==> src/rtl/serial_sub.sv <==
// Bit-serial subtractor: one result bit per clock, LSB first, fixed WIDTH-cycle latency.
// Define SERIAL_SUB_OVF_EN to add the registered signed-overflow output ovf.
module serial_sub #(
    parameter int WIDTH = 8
) (
    input  logic             clk,
    input  logic             reset,
    input  logic             start,
    input  logic [WIDTH-1:0] a,
    input  logic [WIDTH-1:0] b,
    output logic             busy,
    output logic             done,
    output logic [WIDTH-1:0] diff,
    output logic             borrow
`ifdef SERIAL_SUB_OVF_EN
    ,
    output logic             ovf
`endif
);

    localparam int CW = (WIDTH > 1) ? $clog2(WIDTH) : 1;

    typedef enum logic [1:0] {
        IDLE,
        RUN,
        DONE
    } state_t;

    state_t state;
    state_t state_nx;

    logic [CW-1:0]    cnt;
    logic [WIDTH-1:0] a_sr;
    logic [WIDTH-1:0] b_sr;
    logic [WIDTH-2:0] r_sr;
    logic [WIDTH-1:0] r_nx;
    logic             br;
    logic             ai;
    logic             bi;
    logic             d;
    logic             br_nx;
    logic             last;

    assign ai    = a_sr[0];
    assign bi    = b_sr[0];
    assign d     = ai ^ bi ^ br;
    assign br_nx = (~ai & bi) | (~(ai ^ bi) & br);
    assign last  = (cnt == CW'(WIDTH - 1));
    // Result bits arrive LSB first, so they enter at the top and drift down.
    assign r_nx  = {d, r_sr};

    always_ff @(posedge clk) begin
        if (reset) begin
            state <= IDLE;
        end else begin
            state <= state_nx;
        end
    end

    always_comb begin
        state_nx = state;
        unique case (state)
            IDLE: if (start) state_nx = RUN;
            RUN:  if (last) state_nx = DONE;
            DONE: state_nx = IDLE;
            default: state_nx = IDLE;
        endcase
    end

    always_comb begin
        busy = (state == RUN);
        done = (state == DONE);
    end

    always_ff @(posedge clk) begin
        if (reset) begin
            cnt    <= '0;
            a_sr   <= '0;
            b_sr   <= '0;
            r_sr   <= '0;
            br     <= 1'b0;
            diff   <= '0;
            borrow <= 1'b0;
`ifdef SERIAL_SUB_OVF_EN
            ovf    <= 1'b0;
`endif
        end else begin
            unique case (state)
                IDLE: begin
                    if (start) begin
                        a_sr <= a;
                        b_sr <= b;
                        r_sr <= '0;
                        br   <= 1'b0;
                        cnt  <= '0;
                    end
                end
                RUN: begin
                    a_sr <= a_sr >> 1;
                    b_sr <= b_sr >> 1;
                    r_sr <= r_nx[WIDTH-1:1];
                    br   <= br_nx;
                    cnt  <= cnt + 1'b1;
                    if (last) begin
                        diff   <= r_nx;
                        borrow <= br_nx;
`ifdef SERIAL_SUB_OVF_EN
                        // Operand signs differ and the result sign left the minuend's.
                        ovf    <= (ai ^ bi) & (d ^ ai);
`endif
                    end
                end
                default: begin
                end
            endcase
        end
    end

endmodule

==> config.mk <==
export PLATFORM = sky130hd
export DESIGN_NAME = serial_sub
export DESIGN_NICKNAME = d
export VERILOG_FILES = /design/src/rtl/serial_sub.sv
export SDC_FILE = /design/constraint.sdc
export NUM_CORES = 1
export LEC_CHECK = 0
export CAP_MARGIN = 20
export CORE_UTILIZATION = 45
export CTS_CLUSTER_DIAMETER = 80
export DETAILED_ROUTE_END_ITERATION = 6
export HOLD_SLACK_MARGIN = 0.12
export PLACE_DENSITY_LB_ADDON = 0.2
export SETUP_SLACK_MARGIN = 0.15
export SLEW_MARGIN = 0
export SYNTH_ARGS = -nofsm -noshare
export SYNTH_HDL_FRONTEND = slang
export SYNTH_SLANG_ARGS = --single-unit
==> constraint.sdc <==
create_clock -name clk -period 1.8 [get_ports clk]
set_input_delay 0.27 -clock clk [delete_from_list [all_inputs] [get_ports clk]]
set_output_delay 0.27 -clock clk [all_outputs]
set_load 0.1 [all_outputs]
**After elaboration in Yosys (flattened, before gate mapping)**

Cells that the tools add are included.

- Input bits: 19
- Register bits: 38
- Logic and storage cells: 39

- Equal/unequal tests: 5
- Bitwise logic cells: 7
- Reduce and logical (&&, ||, !) cells: 5
- Add/sub/neg operators: 1
- Mux-type cells: 13

Operators by type and width:

| kind | count |
|---|---|
| $pmux W8 S2 | 2 |
| $mux W8 | 2 |
| $pmux W7 S2 | 1 |
| $mux W7 | 1 |
| $pmux W3 S2 | 1 |
| $reduce_and A2 Y1 | 3 |
| $mux W2 | 2 |
| $pmux W2 S2 | 1 |
| $add A3 B1 Y3 const B | 1 |
| $eq A3 B3 Y1 const B | 1 |
| $mux W3 | 1 |
| $and A1 B1 Y1 | 2 |
| $eq A2 B1 Y1 const B | 1 |
| $eq A2 B2 Y1 const B | 1 |
| $logic_not A2 Y1 | 1 |
| $ne A2 B1 Y1 const B | 1 |
| $ne A2 B2 Y1 const B | 1 |
| $not A1 Y1 | 2 |
| $pmux W1 S2 | 1 |
| $reduce_bool A2 Y1 | 1 |
| $xor A1 B1 Y1 | 2 |
| $mux W1 | 1 |
| $or A1 B1 Y1 | 1 |

**Depth between registers and ports, before layout**

Gate-level depths: netlist (run 1).

- Depth after elaboration: 5
- Gate-level depth with buffers: 6
- Mapped depth without buffers: 5

**Worst setup path after synthesis (run 1)**

No wires, ideal clock.

- Path type: register to output
- From: reg state[0]
- To: out done
- Path slack: -0.323 ns
- Cell stages (with the launch flop): 3
- Arrival: 1.853 ns
- Required time: 1.530 ns
- Path through: dfxtp_1 -> buf_4 -> nor2b_1

- Cells in the longest elaborated chain, start to end: 1

Ends and longest elaborated chain:

| element | RTL line | text |
|---|---|---|
| from (decl) | 29 | `state_t state;` |
| from (signal assigned) | 56 | `state <= state_nx;` |
| $eq A2 B2 Y1 | 72 | `done = (state == DONE);` |
| to (decl) | 12 | `output logic done,` |

Every way passes these cells.

**Worst setup path after layout (run 1)**

- From: reg state[0]
- To: out busy

- Cells in the longest elaborated chain, start to end: 1

Ends and longest elaborated chain:

| element | RTL line | text |
|---|---|---|
| $eq A2 B1 Y1 | 71 | `busy = (state == RUN);` |
| to (decl) | 11 | `output logic busy,` |

Every way passes these cells.

==> impl_results.md, run 1 <==
- First-pass GRT wire length: between 4000 and 5000 microns
- Initial Util: 0.471
- Setup violators final: 0
- Combinational power share: 0.141
- Largest stage delay on the critical path: between 0.4 and 0.5 ns
- Period utilization: 0.868
- N_diodes: 0
- Yosys top cell by area: dfxtp_1
- Inserted Clock Buffers: 5
- Most frequent cell after synthesis: dfxtp_1
- Pre-antenna DRT Iters: 4
- Cell variety after synth: 23
- Core footprint: about 3300 sq um
- Mean post-synth cell area: 9.70 sq um
- Synth warn: 0
- Initial DRC count: 50
- FP Rows: 21
- Routed WL: 2990 microns
- Setup Skew: between 0.005 and 0.006 ns
- Register area share after synthesis: 0.484
- P_sw: 0.409 mW
- Core Util, Final: 0.592
- Final Max Slew Viols: 0
- Post-synthesis cell area: 1570 sq um
- CP max FO: 12
- Die X-Extent: 61.1 microns
- Area Overhead vs Synth: 25.8%
- PortBufs: 29
- RSZ-0062 raised after global routing: true
- H-Tree Depth: 2
- Slew @ Worst Pin: 0.564 ns
- MaxCap Viol Count: 0
- Vias: 1222
- Seq pwr share: 0.567
- Synth area leaders: dfxtp_1 (48%), mux2i_1 (7.6%), nor2_1 (6.9%)
- Hpwl dp: ~2000 microns
- Post-synthesis register bit count: 38
- Worst Setup End Kind: output pin
- Ys async rst share: 0
- GPL Wtd Cong: 0.715
- Startpoint types: flip-flop
- CTS tree: built
- Antenna violations before repair: 0
- Layout cells sized above 1: 0.193
- DR vias/cell: 5.13
- Hold-fix buffers at CTS: 0
- Top_reg_cell synth: dfxtp_1
- Clock Pin Slew Worst Setup and Hold Paths: 0.11 ns
- Crit path DAT: 1.29 ns
- Pin count of the biggest net entering global routing: 39
- Syn Nets: 184
- CP bufs+invs: 2
- GRT overflow: 0
- Detail Route Antenna Nets: 0
- Routed WL per cell: around 13 microns
- Clock share of power: 0.292
- Final Hold Viols: 0
- Yosys top cell area share: 0.484
- Internal power: 1.18 mW
- Clock Latency Late Sink: 0.34 ns
- CTS root buf: clkbuf_4
- Sw frac: 0.258
- Crit path cell chain: nor2b_1, buf_4, buf_12
- Kind of critical path: flip-flop to output pin
- Die ar.: 3730 sq um
- EDFF count, synth: 0
- Max Root-Sink Buffers: 2
- Req. time, crit path: 1.53 ns
- PwrDens: 804 nW/um^2
- Crit path max-delay family: flip-flops
- Vias in the first global route: 1108
- Nets: ~210
- I/O Pins: 30
- Slew headroom: 0.624
- TritonCTS Sinks: 38
- Total Routing Usage GR: 0.182
- Drt drc: 0
- Synth top cells by count: dfxtp_1 (38), nor2_1 (29), nand2_1 (16), a22oi_1 (12), mux2i_1 (12)
- Die height: 61.1 microns
- Design Power: 1.59 mW
- Worst Hold Class: flip-flop to flip-flop
- Post-layout min period: 1.56 ns
- Post-Synthesis Cells: 162
- Fmax: 0.640 GHz
- Setup WS pre-CTS: -0.0281 ns
- Setup slack after layout: 0.237 ns
- Lkg Pwr: 0.760 nW
- Status: completed
- Slowest CP cell: dfxtp_4
- VDD IR max: between 0.4 and 0.5 mV
-- power groups by stage --
stage	logic (mW)	registers [mW]	clock network [mW]
5_1_grt	0.246	0.907	0.514
3_3_place_gp	0.219	0.919	0
6_report	0.225	0.902	0.464
3_5_place_dp	0.225	0.922	0
2_1_floorplan	0.151	0.914	0
4_1_cts	0.227	0.903	0.481
-- flip-flops by register name, indices dropped and copies added, names as in the netlist --
name and count:
a_sr 8, r_sr 7, cnt 3, b_sr 8, diff 8, borrow 1, state 2, br 1
-- per-layer routing --
metal	track usage	wire length, microns	vias to the layer above
met3	0.0672	166	5
li1	-	-	624
met4	0.0714	44	0
met5	0	0	-
met1	0.213	1330	568
met2	0.303	1450	25
-- layout by cell type, fill, tap and decap left out, drive strengths merged, types with 3 or more instances in the layout --
cell and instances:
a211oi 15, a22oi 12, inv 3, clkdlybuf4s50 18, a21oi 8, nand2 16
nor3b 3, buf 17, clkbuf 6, nor2 29, dfxtp 38, mux2i 12
-- through the flow --
step / hold WS (ns) / setup TNS [ns] / instance area [sq um] / std cells
final: 0.462 / 0 / 1980 / 238
after global routing: 0.481 / 0 / 1980 / 238
after CTS: 0.466 / 0 / 1970 / 238
after detailed placement: 0.449 / -0.0739 / 1900 / 230
after global placement: 0.444 / 0 / 1900 / 230
after floorplan: 0.418 / 0 / 1570 / 162
-- worst register-to-register path, cell delays in order (launching register included) --
cell,delay (ns)
dfxtp_1,0.35
ha_1,0.20
ha_1,0.20
and3b_2,0.29
a211oi_1,0.26
-- final cells by class --
cell class / instances / area (sq um)
timing repair buffer: 35 / 358
clock inverter: 2 / 12.5
clock buffer: 6 / 51.3
fill: 313 / 1360
sequential: 38 / 766
tap: 46 / 57.6
multi-input combinational: 108 / 721
inverter: 3 / 11.3
-- final timing paths --
path,start,to,slack (ns),depth (start not counted)
setup / recovery,state[0]$_SDFFE_PP0P_,busy,0.24,3
hold / removal,diff[2]$_SDFFE_PP0P_,diff[2]$_SDFFE_PP0P_,0.46,2
setup reg to reg,cnt[0]$_SDFFE_PP0P_,borrow$_SDFFE_PP0P_,0.41,4
hold reg to reg,diff[2]$_SDFFE_PP0P_,diff[2]$_SDFFE_PP0P_,0.46,2
-- what timing repair did --
action / CTS / global route
setup endpoints to repair: 2 / 5
setup buffers: 0 / 0
hold endpoints to repair: 0 / 0
resized for setup: 1 / 4
-- cells by family (layout without fill, tap and decap cells) --
family | after synthesis | count (layout) | synth area share
multiplexers | 12 | 12 | 0.0764
flip-flops | 38 | 38 | 0.484
AO/OA/AOI/OAI | 37 | 37 | 0.182
AND/OR/NAND/NOR | 56 | 56 | 0.167
buffers and inverters | 16 | 46 | 0.0621
adder cells (fa/ha/maj) | 3 | 3 | 0.0287
(Power assumes the default switching activity.)
==> inputs of run 2 (changes only) <==
--- a/config.mk
+++ b/config.mk
@@ -12,6 +12,7 @@
 export HOLD_SLACK_MARGIN = 0.12
 export PLACE_DENSITY_LB_ADDON = 0.2
 export SETUP_SLACK_MARGIN = 0.15
+export SKIP_CTS_REPAIR_TIMING = 1
 export SLEW_MARGIN = 0
 export SYNTH_ARGS = -nofsm -noshare
 export SYNTH_HDL_FRONTEND = slang
==> constraint.sdc (replaced) <==
create_clock -name clk -period 1.9 [get_ports clk]
set_input_delay 0.285 -clock clk [delete_from_list [all_inputs] [get_ports clk]]
set_output_delay 0.285 -clock clk [all_outputs]
set_load 0.1 [all_outputs]
==> run 2 against run 1 <==
Clock power is 5.0% lower. Final area fell by 1.5%. First-iteration DRC count rose by 44%. Critical path type unchanged.
==> impl_results.md, run 2 (same netlist as run 1, synthesis figures left out) <==
- Crit path cell chain: nor2b_1, buf_4, buf_12 (unchanged)
- Die height: 61.1 microns (unchanged)
- Setup slack after layout: 0.278 ns (was 0.237 ns)
- Slew headroom: 0.386 (was 0.624)
- Max Root-Sink Buffers: 2 (unchanged)
- Pin count of the biggest net entering global routing: 28 (was 39)
- Slowest CP cell: dfxtp_1 (was dfxtp_4)
- Setup violators final: 0 (unchanged)
- Commonest non-fill, non-tap cell in the layout: dfxtp_1 (unchanged)
- I/O Pins: 30 (unchanged)
- Final Max Slew Viols: 0 (unchanged)
- Layout fillers: 311 (was 313)
- MaxCap Viol Count: 0 (unchanged)
- CTS root buf: clkbuf_4 (unchanged)
- Core footprint: 3340 sq um (unchanged)
- GRT overflow: 0 (unchanged)
- Drt drc: 0 (unchanged)
- Met1 WL: 1370 microns (was 1330 microns)
- Final instance area: 1950 sq um (was 1980 sq um)
- VDD IR max: 0.367 mV (was 0.467 mV)
- Placed Cells: 229 (was 230)
- Largest stage delay on the critical path: 0.53 ns (was 0.42 ns)
- Nets: 212 (was 213)
- Slew @ Worst Pin: 0.920 ns (was 0.564 ns)
- PwrDens: 771 nW/um^2 (was 804 nW/um^2)
- Vias in the first global route: 1119 (was 1108)
- TritonCTS Sinks: 38 (unchanged)
- Crit path DAT: 1.34 ns (was 1.29 ns)
- Cell Area, Placed: 1880 sq um (was 1900 sq um)
- H-Tree Depth: 2 (unchanged)
- RSZ-0062 raised after global routing: false (was true)
- Req. time, crit path: 1.62 ns (was 1.53 ns)
- Setup WS pre-CTS: -0.0147 ns (was -0.0281 ns)
- Worst Hold Class: flip-flop to flip-flop (unchanged)
- Metal3 WL: 148 microns (was 166 microns)
- Setup Skew: 0.0105 ns (was 0.00571 ns)
- Top sig layer: met4 (unchanged)
- CP max FO: 12 (unchanged)
- CP bufs+invs: 2 (unchanged)
- Status: completed (unchanged)
- Area of the multi-input gates: 716 sq um (was 721 sq um)
- Area Overhead vs Synth: 24.0% (was 25.8%)
- Hpwl dp: 2060 microns (was 1990 microns)
- CTS tree: built (unchanged)
- DR vias/cell: 5.25 (was 5.13)
- GPL Wtd Cong: 0.824 (was 0.715)
- Metal2 WL: 1380 microns (was 1450 microns)
- N_diodes: 0 (unchanged)
- Clock Pin Slew Worst Setup and Hold Paths: 0.12 ns (was 0.11 ns)
- Die X-Extent: 61.1 microns (unchanged)
- Antenna violations before repair: 0 (unchanged)
- Worst Setup End Kind: output pin (unchanged)
- Period utilization: 0.854
- Lkg Pwr: 0.746 nW (was 0.760 nW)
- Routed WL per cell: 12.5 microns (was 12.6 microns)
- Initial Util: 0.471 (unchanged)
- Fmax: 0.616 GHz
- Cell Count, Final, Fillers Out: 237 (was 238)
- Vias: 1245 (was 1222)
- Commonest non-fill, non-tap cells in the layout: dfxtp_1 (37), nor2_1 (29), clkdlybuf4s50_1 (18) (was dfxtp_1 (36), nor2_1 (29), clkdlybuf4s50_1 (18))
- Detail Route Antenna Nets: 0 (unchanged)
- Clock Latency Late Sink: 0.35 ns (was 0.34 ns)
- Final Hold Viols: 0 (unchanged)
- Design Power: 1.50 mW (was 1.59 mW)
- Total Routing Usage GR: 0.188 (was 0.182)
- Post-layout min period: 1.62 ns
- Regs by FF count: a_sr: 8 flops, b_sr: 8 flops, diff: 8 flops (unchanged)
- FP Rows: 21 (unchanged)
- Startpoint types: flip-flop (unchanged)
- Die ar.: 3730 sq um (unchanged)
- Pre-antenna DRT Iters: 4 (unchanged)
- Kind of critical path: flip-flop to output pin (unchanged)
- Inserted Clock Buffers: 5 (unchanged)
- Initial DRC count: 72 (was 50)
- Crit path max-delay family: flip-flops (unchanged)
- Layout cells sized above 1: 0.173 (was 0.193)
- First-pass GRT wire length: 4950 microns (was 4850 microns)
- Reg area: 762 sq um (was 766 sq um)
- PortBufs: 29 (unchanged)
- Routed WL: 2950 microns (was 2990 microns)
==> run 2: changes by cell type in the layout (fill, tap and decap cells not counted) <==
cell / previous run / this run
o21bai_2: 1 / 0
o21bai_1: 0 / 1
and3b_1: 0 / 1
buf_12: 4 / 3
dfxtp_1: 36 / 37
and3b_2: 1 / 0
dfxtp_4: 1 / 0
==> run 2: power by group <==
part | internal, mW | switching [mW]
registers | 0.832 | 0.0220
clock network | 0.178 | 0.263
logic | 0.103 | 0.103
total | 1.11 | 0.388
==> run 2: layout make-up <==
class | instances | area share
clock inverters | 2 | 0.00642
flip-flops and latches | 38 | 0.391
multi-input cells | 108 | 0.367
inverters | 3 | 0.00578
well taps | 46 | 0.0295
clock buffers | 6 | 0.0263
repair buffers | 34 | 0.173
==> run 2: worst min-delay path, delay by kind of cell, from the launching register on <==
family	cells	cell delay [ns]
AO/OA/AOI/OAI	1	0.05
AND/OR/NAND/NOR	1	0.05
flip-flops	1	0.33
==> run 2: layer usage <==
| layer | up-vias | global-route usage |
|---|---|---|
| met4 | 0 | 0.0779 |
| met2 | 23 | 0.278 |
| met5 | - | 0 |
| li1 | 630 | - |
| met1 | 586 | 0.238 |
| met3 | 6 | 0.0840 |
==> run 2: stage by stage <==
step	util	TNS [ns]	hold WS, ns
floorplan	-	0	0.432
global placement	0.564	0	0.444
detailed placement	0.564	-0.0221	0.450
CTS	0.583	0	0.465
global route	0.584	0	0.486
finish	0.584	0	0.463
==> run 2: path summary, 6_finish.rpt <==
kind	end	depth (start not counted)	slack [ns]	startpoint
worst max-delay path	busy	3	0.28	state[1]$_SDFFE_PP0P_
worst min-delay path	diff[1]$_SDFFE_PP0P_	2	0.46	diff[1]$_SDFFE_PP0P_
worst max register to register	a_sr[7]$_SDFFE_PP0P_	3	0.39	state[0]$_SDFFE_PP0P_
worst min register to register	diff[1]$_SDFFE_PP0P_	2	0.46	diff[1]$_SDFFE_PP0P_
==> inputs of run 3 (changes only) <==
--- a/config.mk
+++ b/config.mk
@@ -5,7 +5,6 @@
 export SDC_FILE = /design/constraint.sdc
 export NUM_CORES = 1
 export LEC_CHECK = 0
-export CAP_MARGIN = 20
 export CORE_UTILIZATION = 45
 export CTS_CLUSTER_DIAMETER = 80
 export DETAILED_ROUTE_END_ITERATION = 6
==> results of run 3 <==
Final layout, timing and power as in run 2 (identical DEF).
==> edit 1, RTL diff (settings of run 1) <==
The option `SERIAL_SUB_OVF_EN` is turned on by a define.
--- a/src/rtl/serial_sub.sv
+++ b/src/rtl/serial_sub.sv
@@ -1,5 +1,7 @@
 // Bit-serial subtractor: one result bit per clock, LSB first, fixed WIDTH-cycle latency.
 // Define SERIAL_SUB_OVF_EN to add the registered signed-overflow output ovf.
+`define SERIAL_SUB_OVF_EN
+
 module serial_sub #(
     parameter int WIDTH = 8
 ) (
Formal check against the unedited RTL (old outputs only; new: ovf): equivalent (equiv_simple and equiv_induct, registers matched by name and starting in step).
==> edit 1 against run 1 <==
  * Total power up 20%
  * Largest cell class is now multi-input combinational cells
  * Wire length grew 7.6%
  * Design area rose by 12%
  * Non-clock buffer count grew 3
  * Sequential cell count is 1 higher
  * Setup slack gained 27 ps
  * Area after synthesis rose by 12%
  * Die area is 12% higher
  * First-iteration DRC count rose by 94%
==> edit 1: results (changes against run 1) <==
status: "finished, final reports clean"
r2r-end: "ovf"
synth_mux_area_share_pct: 6.25  # -1.4 points
drive_gt1_share_pct: 24.5  # +5.3 points
min_period_ps: 1540  # -26.5 ps
worstSkewPairLatency_ps: 280  # -60 ps
path_max_fanout: 3  # -9
whs_endpoint: "diff[4]"
hold_start: "diff[4]"
grt_max_degree: 40  # +2.6%
reg2reg_slack_ps: 260  # -150 ps
total_leakage_power_uw: 0.000877  # +15%
ir_drop_mv: 0.551  # +18%
gp_congestion: 0.709  # -0.83%
dpl.hpwl_um: 2230  # +12%
path_class: "reg2reg"
synth_xor_area_share_pct: 0.498  # +0.50 points
grt_usage_pct: 17.1  # -1.1 points
vias: 1333  # +9.1%
io_buffers: 30  # +3.4%
netlist_top_cells_count: "39 x dfxtp_1, 29 x nor2_1, 17 x a21oi_1, 17 x nand2_1, 12 x a211oi_2"
synth-adder-area-share_pct: 3.27  # +0.40 points
clkTransAtPathRegs_ps: 70  # -40 ps
clock_skew_ps: 7.15  # +1.43 ps
ff2ff_path_depth: 5  # +1
fillerInstances: 319  # +1.9%
fin_nets: 234  # +9.9%
ys_types: 30  # +30%
yosysSeqAreaShare_pct: 44.3  # -4.1 points
slew_headroom_pct: 76.9  # +15 points
reg2reg_from: "b_sr[0]"
[edit 1: cell count changes after synthesis, moves of 2 or more]
cell | run 1 | this run
nor3b_1 | 3 | 0
a22oi_1 | 12 | 9
buf_6 | 2 | 4
inv_1 | 3 | 8
a211oi_2 | 5 | 12
a21oi_1 | 8 | 17
buf_2 | 3 | 5
buf_4 | 5 | 3
nor4b_1 | 2 | 0
nor4_2 | 2 | 0
o221a_2 | 0 | 3
o21ai_0 | 0 | 2
a211oi_1 | 10 | 2
[edit 1: cell type report]
class                           instances  area [um^2]  share of cell area, %
Multi-Input combinational cell        119          843                   38.1
Clock buffer                            6         82.6                   3.73
Sequential cell                        39          781                   35.2
Tap cell                               48         60.1                   2.71
Clock inverter                          2         35.0                   1.58
Timing Repair Buffer                   38          380                   17.2
Inverter                                8         33.8                   1.52
[edit 1: routing by layer]
metal	routed length, um	part of all wire [%]	track usage, %
met5	0	0	0
met4	14	0.44	5.83
met3	120	3.7	3.70
met2	1640	51	30.0
met1	1440	45	20.4
[edit 1: metrics by stage]
step / cell area, um^2 / setup slack [ps] / hold WS, ps / std cells / total power (uW)
6_report: 2220 / 264 / 460 / 260 / 1910
3_3_place_gp: 2070 / 273 / 446 / 249 / 1190
4_1_cts: 2190 / 208 / 462 / 257 / 1930
3_5_place_dp: 2070 / 229 / 451 / 249 / 1200
5_1_grt: 2220 / 152 / 478 / 260 / 2000
2_1_floorplan: 1770 / 306 / 430 / 181 / 1130
[edit 1: where the power goes]
group          total [uW]  leakage [uW]  internal (uW)  switching (uW)
sequential            925      0.000319            900            24.6
clock                 727     0.0000612            448             279
combinational         259      0.000498            130             129
[edit 1: worst max-delay path, cell delays in order (launching register included)]
cell and delay, ps:
dfxtp_1 350, inv_1 60, fa_1 490, xnor2_1 140, or3_1 300, a21oi_1 140
==> edit 2, RTL diff (settings of run 1) <==
Made on the original files. Register the inputs `start`, `a` and `b` before use, with the module's reset. The logic sees them one clock later.
--- a/src/rtl/serial_sub.sv
+++ b/src/rtl/serial_sub.sv
@@ -25,6 +25,22 @@
         RUN,
         DONE
     } state_t;
+
+    logic start_q;
+    logic [WIDTH-1:0] a_q;
+    logic [WIDTH-1:0] b_q;
+
+    always_ff @(posedge clk) begin
+        if (reset) begin
+            start_q <= '0;
+            a_q     <= '0;
+            b_q     <= '0;
+        end else begin
+            start_q <= start;
+            a_q     <= a;
+            b_q     <= b;
+        end
+    end
 
     state_t state;
     state_t state_nx;
@@ -60,7 +76,7 @@
     always_comb begin
         state_nx = state;
         unique case (state)
-            IDLE: if (start) state_nx = RUN;
+            IDLE: if (start_q) state_nx = RUN;
             RUN:  if (last) state_nx = DONE;
             DONE: state_nx = IDLE;
             default: state_nx = IDLE;
@@ -87,9 +103,9 @@
         end else begin
             unique case (state)
                 IDLE: begin
-                    if (start) begin
-                        a_sr <= a;
-                        b_sr <= b;
+                    if (start_q) begin
+                        a_sr <= a_q;
+                        b_sr <= b_q;
                         r_sr <= '0;
                         br   <= 1'b0;
                         cnt  <= '0;
Check against the original RTL: not equivalent (a bounded check fails within 4 cycles, from zero or initial values and one cycle with reset high).
==> edit 2 against run 1 <==
  * Die area rose by 31%
  * Sequential cell count rose by 17
  * Setup slack barely moved
  * Global-route usage fell by 2.9 points
  * Design area rose by 26%
  * Wire length rose by 13%
  * Via count rose by 18%
  * First-iteration DRC count rose by 44%
  * Sequential power rose by 44%
  * Total power rose by 50%
  * Highest routed layer unchanged
  * Area after synthesis rose by 33%
  * Sequential share of layout area rose by 5.5 points
==> edit 2: results (changes against run 1) <==
grt_pass1_wl_um: 5930  # +22%
grt_max_degree: 24  # -38%
gp_congestion: 0.743  # +3.9%
dp.cells: 279  # +21%
vias: 1441  # +18%
status: "finished, final reports clean"
ys_types: 30  # +30%
ir_drop_mv: 0.424  # -9.4%
fin_nets: 257  # +21%
synth_mux_area_share_pct: 4.80  # -2.8 points
r2r-end: "a_sr[1]"
total_leakage_power_uw: 0.000969  # +27%
drt_iter0_drc: 72  # +44%
yosysSeqAreaShare_pct: 52.9  # +4.4 points
post_dp_cell_area_mm2: 0.00236  # +24%
final_area_mm2: 0.00249  # +26%
netlist_top_cells_count: "55 x dfxtp_1, 28 x nor2_1, 18 x nor2b_1"
path_max_fanout: 13  # +1
whs_endpoint: "b_q[6]"
dpl.hpwl_um: 2200  # +11%
seqPwrFrac_pct: 54.6  # -2.1 points
layout.nonclk_buf_share_pct: 13.7  # -4.4 points
swShare_pct: 22.6  # -3.1 points
hold_path_class: "in2reg"
synth_compound_area_share_pct: 14.1  # -4.0 points
synth_area_per_cell_um2: 9.92  # +2.3%
power.switching_uw: 538  # +31%
reg2reg_from: "state[0]"
multi_input_gates: 133  # +23%
clkCellAreaFrac_pct: 4.87  # +1.6 points
seq_share_pct: 44.2  # +5.5 points
area_growth_pct: 19.6
fillerInstances: 423  # +35%
worstSkewPairLatency_ps: 310  # -30 ps
multi_input_area_share_pct: 33.6  # -2.9 points
pg_clk_uw: 854  # +84%
max_stage_delay_ps: 390  # -30 ps
synth_area_leaders: "dfxtp_1 53%, nor2b_1 5.4%, nor2_1 5.0%"
syn_nets: 232  # +26%
dp_slack_ps: 407  # +435 ps
cts_root_buffer: "clkbuf_8"
clock_skew_ps: 5.15  # -0.569 ps
cts_sinks: 55  # +45%
==> edit 2: what timing repair did <==
action	in CTS	in global routing
gates cloned	1	0
resized for setup	2	1
hold endpoints to repair	0	0
setup endpoints to repair	1	1
==> edit 2: how the worst max path moves through the flow <==
| stage | cells after the start | endpoint | start | slack, ps |
|---|---|---|---|---|
| final | 3 | busy | state[1] | 240 |
| after floorplan | 3 | done | state[0] | 160 |
| after detailed placement | 3 | busy | state[1] | 410 |
| after global routing | 3 | busy | state[1] | 180 |
| after CTS | 3 | busy | state[1] | 160 |
| after global placement | 3 | busy | state[1] | 430 |
==> edit 2: per-layer routing <==
layer	GRT usage, %	routed length [um]	part of all wire [%]
met4	8.67	62	1.8
met1	18.4	1690	50
met2	25.2	1530	45
met3	3.46	102	3.0
met5	0	0	0
==> edit 2: worst reg2reg max path, cell delays in order (launching register included) <==
cell	delay [ps]
dfxtp_1	450
buf_4	250
o21ba_2	290
nor2_1	60
a211oi_1	230
